--- config.mk ---
export PLATFORM = sky130hd
export DESIGN_NAME = fwd_scoreboard
export DESIGN_NICKNAME = d
export VERILOG_FILES = /design/src/rtl/fwd_scoreboard.sv
export SDC_FILE = /design/constraint.sdc
export NUM_CORES = 1
export LEC_CHECK = 0
export BUFFER_PORTS_ARGS = -buffer_cell sky130_fd_sc_hd__buf_2
export CAP_MARGIN = 10
export CELL_PAD_IN_SITES_DETAIL_PLACEMENT = 2
export CELL_PAD_IN_SITES_GLOBAL_PLACEMENT = 2
export CORE_ASPECT_RATIO = 0.9
export CORE_MARGIN = 10
export CORE_UTILIZATION = 29
export DETAILED_ROUTE_END_ITERATION = 10
export GPL_ROUTABILITY_DRIVEN = 0
export PLACE_DENSITY = 0.81
export SETUP_SLACK_MARGIN = 0.02
export SLEW_MARGIN = 25
export SYNTH_ARGS = -nofsm -noshare
export SYNTH_HDL_FRONTEND = slang
export SYNTH_SLANG_ARGS = --single-unit
--- constraint.sdc ---
create_clock -name clk -period 3.11 [get_ports clk]
set_clock_uncertainty 0.05 [all_clocks]
set_input_delay 0.622 -clock clk [delete_from_list [all_inputs] [get_ports clk]]
set_output_delay 0.622 -clock clk [all_outputs]
set_load 0.01 [all_outputs]
--- src/rtl/fwd_scoreboard.sv ---
// Operand-forwarding scoreboard: tracks rd of the last DEPTH issued instructions,
// picks the youngest producer per source and raises load-use stalls.
// Optional perf counters: define FWD_SCOREBOARD_PERF_EN.
module fwd_scoreboard #(
  parameter int unsigned DEPTH      = 3,
  parameter int unsigned LOAD_STAGE = 2,
  parameter int unsigned SELW       = $clog2(DEPTH + 1)
) (
  input  logic            clk,
  input  logic            rst,
  input  logic [31:0]     inst_dec,
  input  logic            dec_valid,
  input  logic            stall_ext,
  input  logic            flush,
  output logic [SELW-1:0] rs1_fwd_sel,
  output logic [SELW-1:0] rs2_fwd_sel,
  output logic            stall_load_use
`ifdef FWD_SCOREBOARD_PERF_EN
  ,
  output logic [31:0]     perf_fwd_cnt,
  output logic [31:0]     perf_stall_cnt
`endif
);

  localparam logic [6:0] OP_R     = 7'b0110011;
  localparam logic [6:0] OP_IMM   = 7'b0010011;
  localparam logic [6:0] OP_LOAD  = 7'b0000011;
  localparam logic [6:0] OP_STORE = 7'b0100011;
  localparam logic [6:0] OP_BR    = 7'b1100011;
  localparam logic [6:0] OP_LUI   = 7'b0110111;
  localparam logic [6:0] OP_AUIPC = 7'b0010111;
  localparam logic [6:0] OP_JAL   = 7'b1101111;
  localparam logic [6:0] OP_JALR  = 7'b1100111;

  logic [6:0]       opcode;
  logic [4:0]       rd, rs1, rs2;
  logic             writes_rd, reads_rs1, reads_rs2, is_load;
  logic [DEPTH-1:0] ent_valid, ent_load;
  logic [4:0]       ent_rd [DEPTH];
  logic [SELW-1:0]  rs1_sel, rs2_sel;
  logic             rs1_ld, rs2_ld, hazard;
  logic             unused_fields;

  assign opcode        = inst_dec[6:0];
  assign rd            = inst_dec[11:7];
  assign rs1           = inst_dec[19:15];
  assign rs2           = inst_dec[24:20];
  assign is_load       = (opcode == OP_LOAD);
  assign unused_fields = ^{inst_dec[31:25], inst_dec[14:12]};

  // Opcode classification; x0 destinations are never tracked
  always_comb begin : decode_class
    writes_rd = 1'b0;
    reads_rs1 = 1'b0;
    reads_rs2 = 1'b0;
    case (opcode)
      OP_R:                    begin writes_rd = 1'b1; reads_rs1 = 1'b1; reads_rs2 = 1'b1; end
      OP_IMM, OP_LOAD, OP_JALR: begin writes_rd = 1'b1; reads_rs1 = 1'b1; end
      OP_STORE, OP_BR:         begin reads_rs1 = 1'b1; reads_rs2 = 1'b1; end
      OP_LUI, OP_AUIPC, OP_JAL: writes_rd = 1'b1;
      default:                 ;
    endcase
    if (rd == 5'd0) writes_rd = 1'b0;
  end

  // Oldest-to-youngest scan so the youngest match overwrites older ones
  always_comb begin : match_scan
    rs1_sel = '0;
    rs2_sel = '0;
    rs1_ld  = 1'b0;
    rs2_ld  = 1'b0;
    for (int k = DEPTH; k >= 1; k--) begin
      if (dec_valid && reads_rs1 && (rs1 != 5'd0) && ent_valid[k-1] && (ent_rd[k-1] == rs1)) begin
        rs1_sel = SELW'(k);
        rs1_ld  = ent_load[k-1];
      end
      if (dec_valid && reads_rs2 && (rs2 != 5'd0) && ent_valid[k-1] && (ent_rd[k-1] == rs2)) begin
        rs2_sel = SELW'(k);
        rs2_ld  = ent_load[k-1];
      end
    end
  end

  assign hazard = (rs1_ld && (32'(rs1_sel) < LOAD_STAGE)) ||
                  (rs2_ld && (32'(rs2_sel) < LOAD_STAGE));
  assign stall_load_use = hazard & ~flush & ~stall_ext;
  assign rs1_fwd_sel    = stall_load_use ? '0 : rs1_sel;
  assign rs2_fwd_sel    = stall_load_use ? '0 : rs2_sel;

  // In-flight shift pipeline; index 0 is stage 1 (EX)
  always_ff @(posedge clk) begin
    if (rst || flush) begin
      ent_valid <= '0;
    end else if (!stall_ext) begin
      for (int k = DEPTH - 1; k >= 1; k--) begin
        ent_valid[k] <= ent_valid[k-1];
        ent_load[k]  <= ent_load[k-1];
        ent_rd[k]    <= ent_rd[k-1];
      end
      ent_valid[0] <= dec_valid & writes_rd & ~stall_load_use;
      ent_load[0]  <= is_load;
      ent_rd[0]    <= rd;
    end
  end

`ifdef FWD_SCOREBOARD_PERF_EN
  // Saturating event counters
  always_ff @(posedge clk) begin
    if (rst) begin
      perf_fwd_cnt   <= '0;
      perf_stall_cnt <= '0;
    end else begin
      if (dec_valid && !stall_ext && ((rs1_fwd_sel != '0) || (rs2_fwd_sel != '0)) &&
          (perf_fwd_cnt != 32'hFFFF_FFFF))
        perf_fwd_cnt <= perf_fwd_cnt + 32'd1;
      if (stall_load_use && (perf_stall_cnt != 32'hFFFF_FFFF))
        perf_stall_cnt <= perf_stall_cnt + 32'd1;
    end
  end
`else
  // Counters are compiled out in this build.
`endif

endmodule

==> impl_metrics.json, run 1 <==
{
  "status": "finished clean",
  "rsz0062_at_grt": "no",
  "r2r_slack_ns": 1.36,
  "vias_per_cell": 5.236,
  "seq_power_share_pct": 52.5,
  "synth.avg_cell_area_um2": 10.77,
  "wl_um": 3917,
  "power_switching_w": 0.0001410,
  "whs_endpoint": "ent_rd[0][9]",
  "cts_root_buffer": "clkbuf_8",
  "grt_first_pass_wirelength_um": 6389,
  "io_pins": 42,
  "setup_viol": 0,
  "relSlewSlack_pct": 56.06,
  "rows": 21,
  "fmax_mhz": 348.0,
  "cp_slowest_cell": "or4_4",
  "synth_area_um2": 1185,
  "r2r-start": "ent_rd[0][4]",
  "area_growth_pct": 22.81,
  "clock-sinks": 19,
  "holdBufCountCts": 0,
  "p_leak_nw": 0.5338,
  "num_antenna_cells": 0,
  "tns_ns": 0,
  "path_cells": "buf_2 -> and4b_1 -> nand4b_1 -> or4_4 -> a21oi_4 -> a21oi_1 -> buf_2",
  "yosys_most_used_dff": "edfxtp_1",
  "cp.required_ns": 2.44,
  "utilization_pct": 37.93,
  "synth_fp_nets": 147,
  "grt_use_total_pct": 11.68,
  "hold_depth": 0,
  "end_kind": "output pin",
  "syn_inst": 110,
  "hpwlAfterDp_um": 3207,
  "synth_edf_count": 16,
  "clk_latency_ns": 0.26,
  "rr_worst_depth": 5,
  "wl_met3_um": 272,
  "worst_slew_pin_slew_ns": 0.6531,
  "die_width_um": 87.38,
  "grt_pass1_vias": 1196,
  "synth.top_cell.area_share_pct": 40.55,
  "cp_common_cell": "buf_2",
  "timing.rr.end": "ent_valid[0]",
  "worst_setup_path_start_kind": "primary input",
  "firstDrtPassIters": 2,
  "dieArea_um2": 7046,
  "power.internal_w": 0.0004064,
  "ys_seq_area_share_pct": 45.62,
  "slew_violations": 0,
  "grt_max_degree": 17,
  "drtIter0Drc": 43,
  "initial_core_util_pct": 30.89,
  "whs_ns": 0.4846,
  "p_comb_share_pct": 14.7,
  "cp.arrival_ns": 2.20,
  "drc": 0,
  "crit_buf_inv": 2,
  "grt_overflow": 0,
  "regArea_um2": 540.5,
  "worstHoldPathType": "flip-flop to flip-flop",
  "drive_gt1_share_pct": 31.03,
  "placeableCoreArea_um2": 3836,
  "num_vias": 1000,
  "critical_path.max_fanout": 5,
  "htreeDepth": 1,
  "clockPowerShare_pct": 32.8,
  "cts_setup_buffers": 0,
  "irDropWorstVdd_mv": 0.1324,
  "cts_buffers": 3,
  "dp_cells": 187,
  "cts_tree": "yes",
  "ant_nets": 0,
  "cp_top_family": "simple AND/OR/NAND/NOR gates",
  "die_y_um": 80.64,
  "wl_met1_um": 1626,
  "sw_frac_of_total_pct": 25.76,
  "synthArstFlopShare_pct": 0,
  "synth_cell_types": 30,
  "fin_crit_ns": 2.874,
  "period_share_pct": 92.40,
  "slowest_delay_ns": 0.64,
  "synth-seq-cells": 19,
  "drv_cap": 0,
  "grt_antenna_before_repair": 0,
  "routedWlPerCell_um": 20.51,
  "power_density_nw_per_um2": 376.2,
  "crit_type": "primary input to output pin",
  "clk_pin_slew_ns": 0.08,
  "wl_met2_um": 1957,
  "min_from": "ent_rd[0][4]",
  "synth_area_leaders": "edfxtp_1 (41%), xor2_1 (12%), xnor2_1 (10%), dfxtp_1 (5.1%), nor4_1 (2.6%)",
  "ctsResizeCount": 0,
  "multi_input_area_um2": 641.9,
  "dr.max_layer_used": "met4",
  "hold_viol": 0,
  "synth_warnings": 0,
  "final_cells": 191,
  "yosysTopAreaCell": "edfxtp_1",
  "cts_buffer_depth": 2,
  "fillers": 433,
  "final_nets": 183,
  "synthTopCellsByCount": "edfxtp_1 (16), xor2_1 (16), xnor2_1 (14), nor2_1 (8)",
  "io_buffer_count": 31
}
## state kept, by name (all words and copies together) (netlist names)
register / flops
ent_valid: 3
ent_rd: 15
ent_load: 1
## logic make-up after synthesis
group | share of synthesized area [%]
buffers and inverters | 0.6330
DFF | 45.62
xor gates and xnor gates | 22.18
and+or+nand+nor | 21.86
AOI/OAI and AO/OA | 8.024
muxes | 1.690
## final cells by class
cell class | count | share of cell area, %
timing repair buffer | 32 | 11.18
clock buffer | 3 | 2.837
clock inverter | 1 | 0.5159
inverter | 1 | 0.2580
tap | 46 | 3.955
multi-input combinational | 89 | 44.11
sequential | 19 | 37.15
## worst max-delay path by stage
stage | from | end | slack [ns] | cells past startpoint
after floorplan | inst_dec[3] | rs1_fwd_sel[0] | 0.60 | 5
after global placement | inst_dec[3] | rs1_fwd_sel[1] | 0.31 | 7
after detailed placement | inst_dec[3] | rs2_fwd_sel[0] | 0.26 | 7
after CTS | inst_dec[3] | rs2_fwd_sel[0] | 0.23 | 7
after global routing | inst_dec[5] | rs1_fwd_sel[0] | 0.12 | 7
final | inst_dec[3] | rs2_fwd_sel[0] | 0.24 | 7
## metrics by stage
| step | worst slack, ns | power [W] | instance area, µm² |
|---|---|---|---|
| 2_1_floorplan | 0.5982 | 0.0003294 | 1185 |
| 3_3_place_gp | 0.3102 | 0.0003661 | 1406 |
| 5_1_grt | 0.1184 | 0.0005717 | 1455 |
| 4_1_cts | 0.2289 | 0.0005513 | 1455 |
| 3_5_place_dp | 0.2617 | 0.0003731 | 1406 |
| 6_report | 0.2365 | 0.0005474 | 1455 |
## routing by layer
metal / global-route usage [%] / up-vias
met5: 0 / -
met4: 3.822 / 0
met3: 3.633 / 6
met2: 20.28 / 27
met1: 13.21 / 487
li1: - / 480
## power groups by stage
stage / sequential [W] / combinational (W) / clock [W]
after detailed placement: 0.000294 / 0.0000795 / 0
after global routing: 0.000288 / 0.0000899 / 0.000193
final: 0.000288 / 0.0000804 / 0.000179
after floorplan: 0.000292 / 0.0000374 / 0
after CTS: 0.000288 / 0.0000812 / 0.000182
after global placement: 0.000293 / 0.0000732 / 0
## placed cells by master (no fill, tap or decap), drive strengths merged
cell type | synthesis | routed
o21ai | 2 | 2
nor2b | 2 | 2
xor2 | 16 | 16
and4b | 1 | 1
mux2i | 2 | 2
nand4b | 1 | 1
clkbuf | 1 | 3
nor2 | 10 | 10
nand3 | 6 | 6
nor3 | 5 | 5
buf | 0 | 32
nand2 | 6 | 6
or4 | 4 | 4
o221ai | 1 | 1
dfxtp | 3 | 3
xnor2 | 14 | 14
nor4 | 5 | 5
edfxtp | 16 | 16
inv | 1 | 1
a311oi | 1 | 1
clkinvlp | 0 | 1
nand4 | 2 | 2
a221oi | 1 | 1
and3 | 3 | 3
o211ai | 1 | 1
nand3b | 1 | 1
a21oi | 5 | 5
Power figures use the tool's default switching activity.
==> run 2, diff against run 1 <==
--- a/config.mk
+++ b/config.mk
@@ -9,12 +9,13 @@
 export CAP_MARGIN = 10
 export CELL_PAD_IN_SITES_DETAIL_PLACEMENT = 2
 export CELL_PAD_IN_SITES_GLOBAL_PLACEMENT = 2
-export CORE_ASPECT_RATIO = 0.9
+export CORE_ASPECT_RATIO = 0.6
 export CORE_MARGIN = 10
-export CORE_UTILIZATION = 29
+export CORE_UTILIZATION = 31
+export CTS_BUF_LIST = sky130_fd_sc_hd__clkbuf_8
 export DETAILED_ROUTE_END_ITERATION = 10
 export GPL_ROUTABILITY_DRIVEN = 0
-export PLACE_DENSITY = 0.81
+export PLACE_DENSITY = 0.85
 export SETUP_SLACK_MARGIN = 0.02
 export SLEW_MARGIN = 25
 export SYNTH_ARGS = -nofsm -noshare
==> run 2 against run 1 <==
Sequential power hardly changed. Clock power hardly changed. Routed wire length is 0.74% lower. Cell count is 1.0% higher. Via count is 0.60% lower. Worst hold slack worse by 0.011 ns. Die area is 3.8% lower. Power is 0.36% lower. Core utilization is 1.8 points higher. Critical path depth stayed put. First-iteration DRC count is 2.3% higher. Highest routed layer unchanged.
==> impl_metrics.json, run 2 (synthesized netlist as in run 1, its figures left out) <==
{
  "status": "finished clean",
  "num_antenna_cells": 0,
  "multi_input_area_um2": 641.9,
  "placeableCoreArea_um2": 3680,
  "cts_buffers": 3,
  "grt_max_degree": 17,
  "drc": 0,
  "drive_gt1_share_pct": 31.51,
  "layout_commonest_cell": "buf_2",
  "clockPowerShare_pct": 32.6,
  "grt_first_pass_wirelength_um": 6189,
  "cts_setup_buffers": 0,
  "cts_buffer_depth": 2,
  "rows": 17,
  "fmax_mhz": 351.7,
  "initial_core_util_pct": 32.20,
  "cts_tree": "yes",
  "die_y_um": 67.89,
  "rsz0062_at_grt": "no",
  "ant_nets": 0,
  "drv_cap": 0,
  "critical_path.max_fanout": 5,
  "regArea_um2": 540.5,
  "cp.required_ns": 2.44,
  "routedWlPerCell_um": 20.15,
  "power_density_nw_per_um2": 373.2,
  "fin_crit_ns": 2.843,
  "total_power_w": 0.0005455,
  "cts_root_buffer": "clkbuf_8",
  "cp.arrival_ns": 2.17,
  "tns_ns": 0,
  "grt_overflow": 0,
  "die_width_um": 99.82,
  "slew_violations": 0,
  "grt_use_total_pct": 12.00,
  "worst_setup_path_start_kind": "primary input",
  "final_cell_mix": "buf_2 (31), xor2_1 (16), edfxtp_1 (16)",
  "hold_viol": 0,
  "io_buffer_count": 31,
  "vias_per_cell": 5.150,
  "htreeDepth": 1,
  "drtIter0Drc": 44,
  "clk_latency_ns": 0.25,
  "clk_pin_slew_ns": 0.08,
  "power.internal_w": 0.0004056,
  "wl_um": 3888,
  "p_comb_share_pct": 14.6,
  "dieArea_um2": 6776,
  "area_growth_pct": 23.34,
  "regMostFlops": "ent_rd",
  "irDropWorstVdd_mv": 0.1641,
  "top_regs": "ent_rd: 15 flops, ent_valid: 3 flops, ent_load: 1 flops",
  "relSlewSlack_pct": 76.30,
  "fillers": 405,
  "final_nets": 184,
  "hpwlAfterDp_um": 3364,
  "grt_pass1_vias": 1184,
  "grt_antenna_before_repair": 0,
  "holdBufCountCts": 0,
  "crit_type": "primary input to output pin",
  "clock-sinks": 19,
  "seq_power_share_pct": 52.8,
  "ctsResizeCount": 0,
  "end_kind": "output pin",
  "setup_viol": 0,
  "worst_slew_pin_slew_ns": 0.3522,
  "firstDrtPassIters": 4,
  "io_pins": 42,
  "period_share_pct": 91.42,
  "sw_frac_of_total_pct": 25.65,
  "p_leak_nw": 0.5430,
  "largest_register_ff_count": 15,
  "power_switching_w": 0.0001399,
  "num_vias": 994,
  "worstHoldPathType": "flip-flop to flip-flop"
}
[run 2: cell types whose count changed in the layout (fill, tap and decap cells not counted)]
cell / before / now
buf_4: 1 / 2
clkinv_2: 0 / 1
clkinvlp_4: 1 / 0
[run 2: per-layer routing]
metal | track usage [%] | part of all wire [%] | up-vias
li1 | - | - | 478
met1 | 13.83 | 45 | 480
met2 | 20.66 | 47 | 28
met3 | 3.417 | 5.7 | 8
met4 | 5.516 | 2.1 | 0
met5 | 0 | 0 | -
[run 2: worst max-delay path, cell delays in order]
cell	delay, ns
buf_2	0.12
and4b_1	0.28
nand4b_1	0.15
or4_4	0.62
a21oi_4	0.17
a21oi_1	0.06
buf_2	0.14
[run 2: layout make-up]
type                    instances  share of cell area, %
clock buffers                   3                  2.825
clock inverters                 1                 0.3425
inverters                       1                 0.2568
multi-input cells              89                  43.92
flip-flops and latches         19                  36.99
well taps                      47                  4.024
repair buffers                 33                  11.64
[run 2: per-stage QoR]
step | area (µm²) | util (%) | hold WS [ns] | setup WS, ns | cells
2_1_floorplan | 1185 | - | 0.4241 | 0.5982 | 110
3_3_place_gp | 1415 | 38.46 | 0.4535 | 0.2953 | 189
3_5_place_dp | 1415 | 38.46 | 0.4673 | 0.2715 | 189
4_1_cts | 1461 | 39.71 | 0.4810 | 0.2651 | 193
5_1_grt | 1461 | 39.71 | 0.4894 | 0.2029 | 193
6_report | 1461 | 39.71 | 0.4737 | 0.2670 | 193
[run 2: power by group through the flow]
stage / logic [W] / clock network (W) / registers [W]
5_1_grt: 0.0000889 / 0.000191 / 0.000289
3_5_place_dp: 0.0000800 / 0 / 0.000294
4_1_cts: 0.0000802 / 0.000182 / 0.000288
3_3_place_gp: 0.0000740 / 0 / 0.000293
6_report: 0.0000797 / 0.000178 / 0.000288
2_1_floorplan: 0.0000374 / 0 / 0.000292
[run 2: worst paths after layout]
check / from / to / slack (ns) / cells after the start
hold reg to reg: ent_load[0] / ent_valid[0] / 0.47 / 1
setup / recovery: inst_dec[3] / rs2_fwd_sel[0] / 0.27 / 7
setup reg to reg: ent_rd[0][3] / ent_valid[0] / 1.39 / 5
hold / removal: ent_load[0] / ent_valid[0] / 0.47 / 1
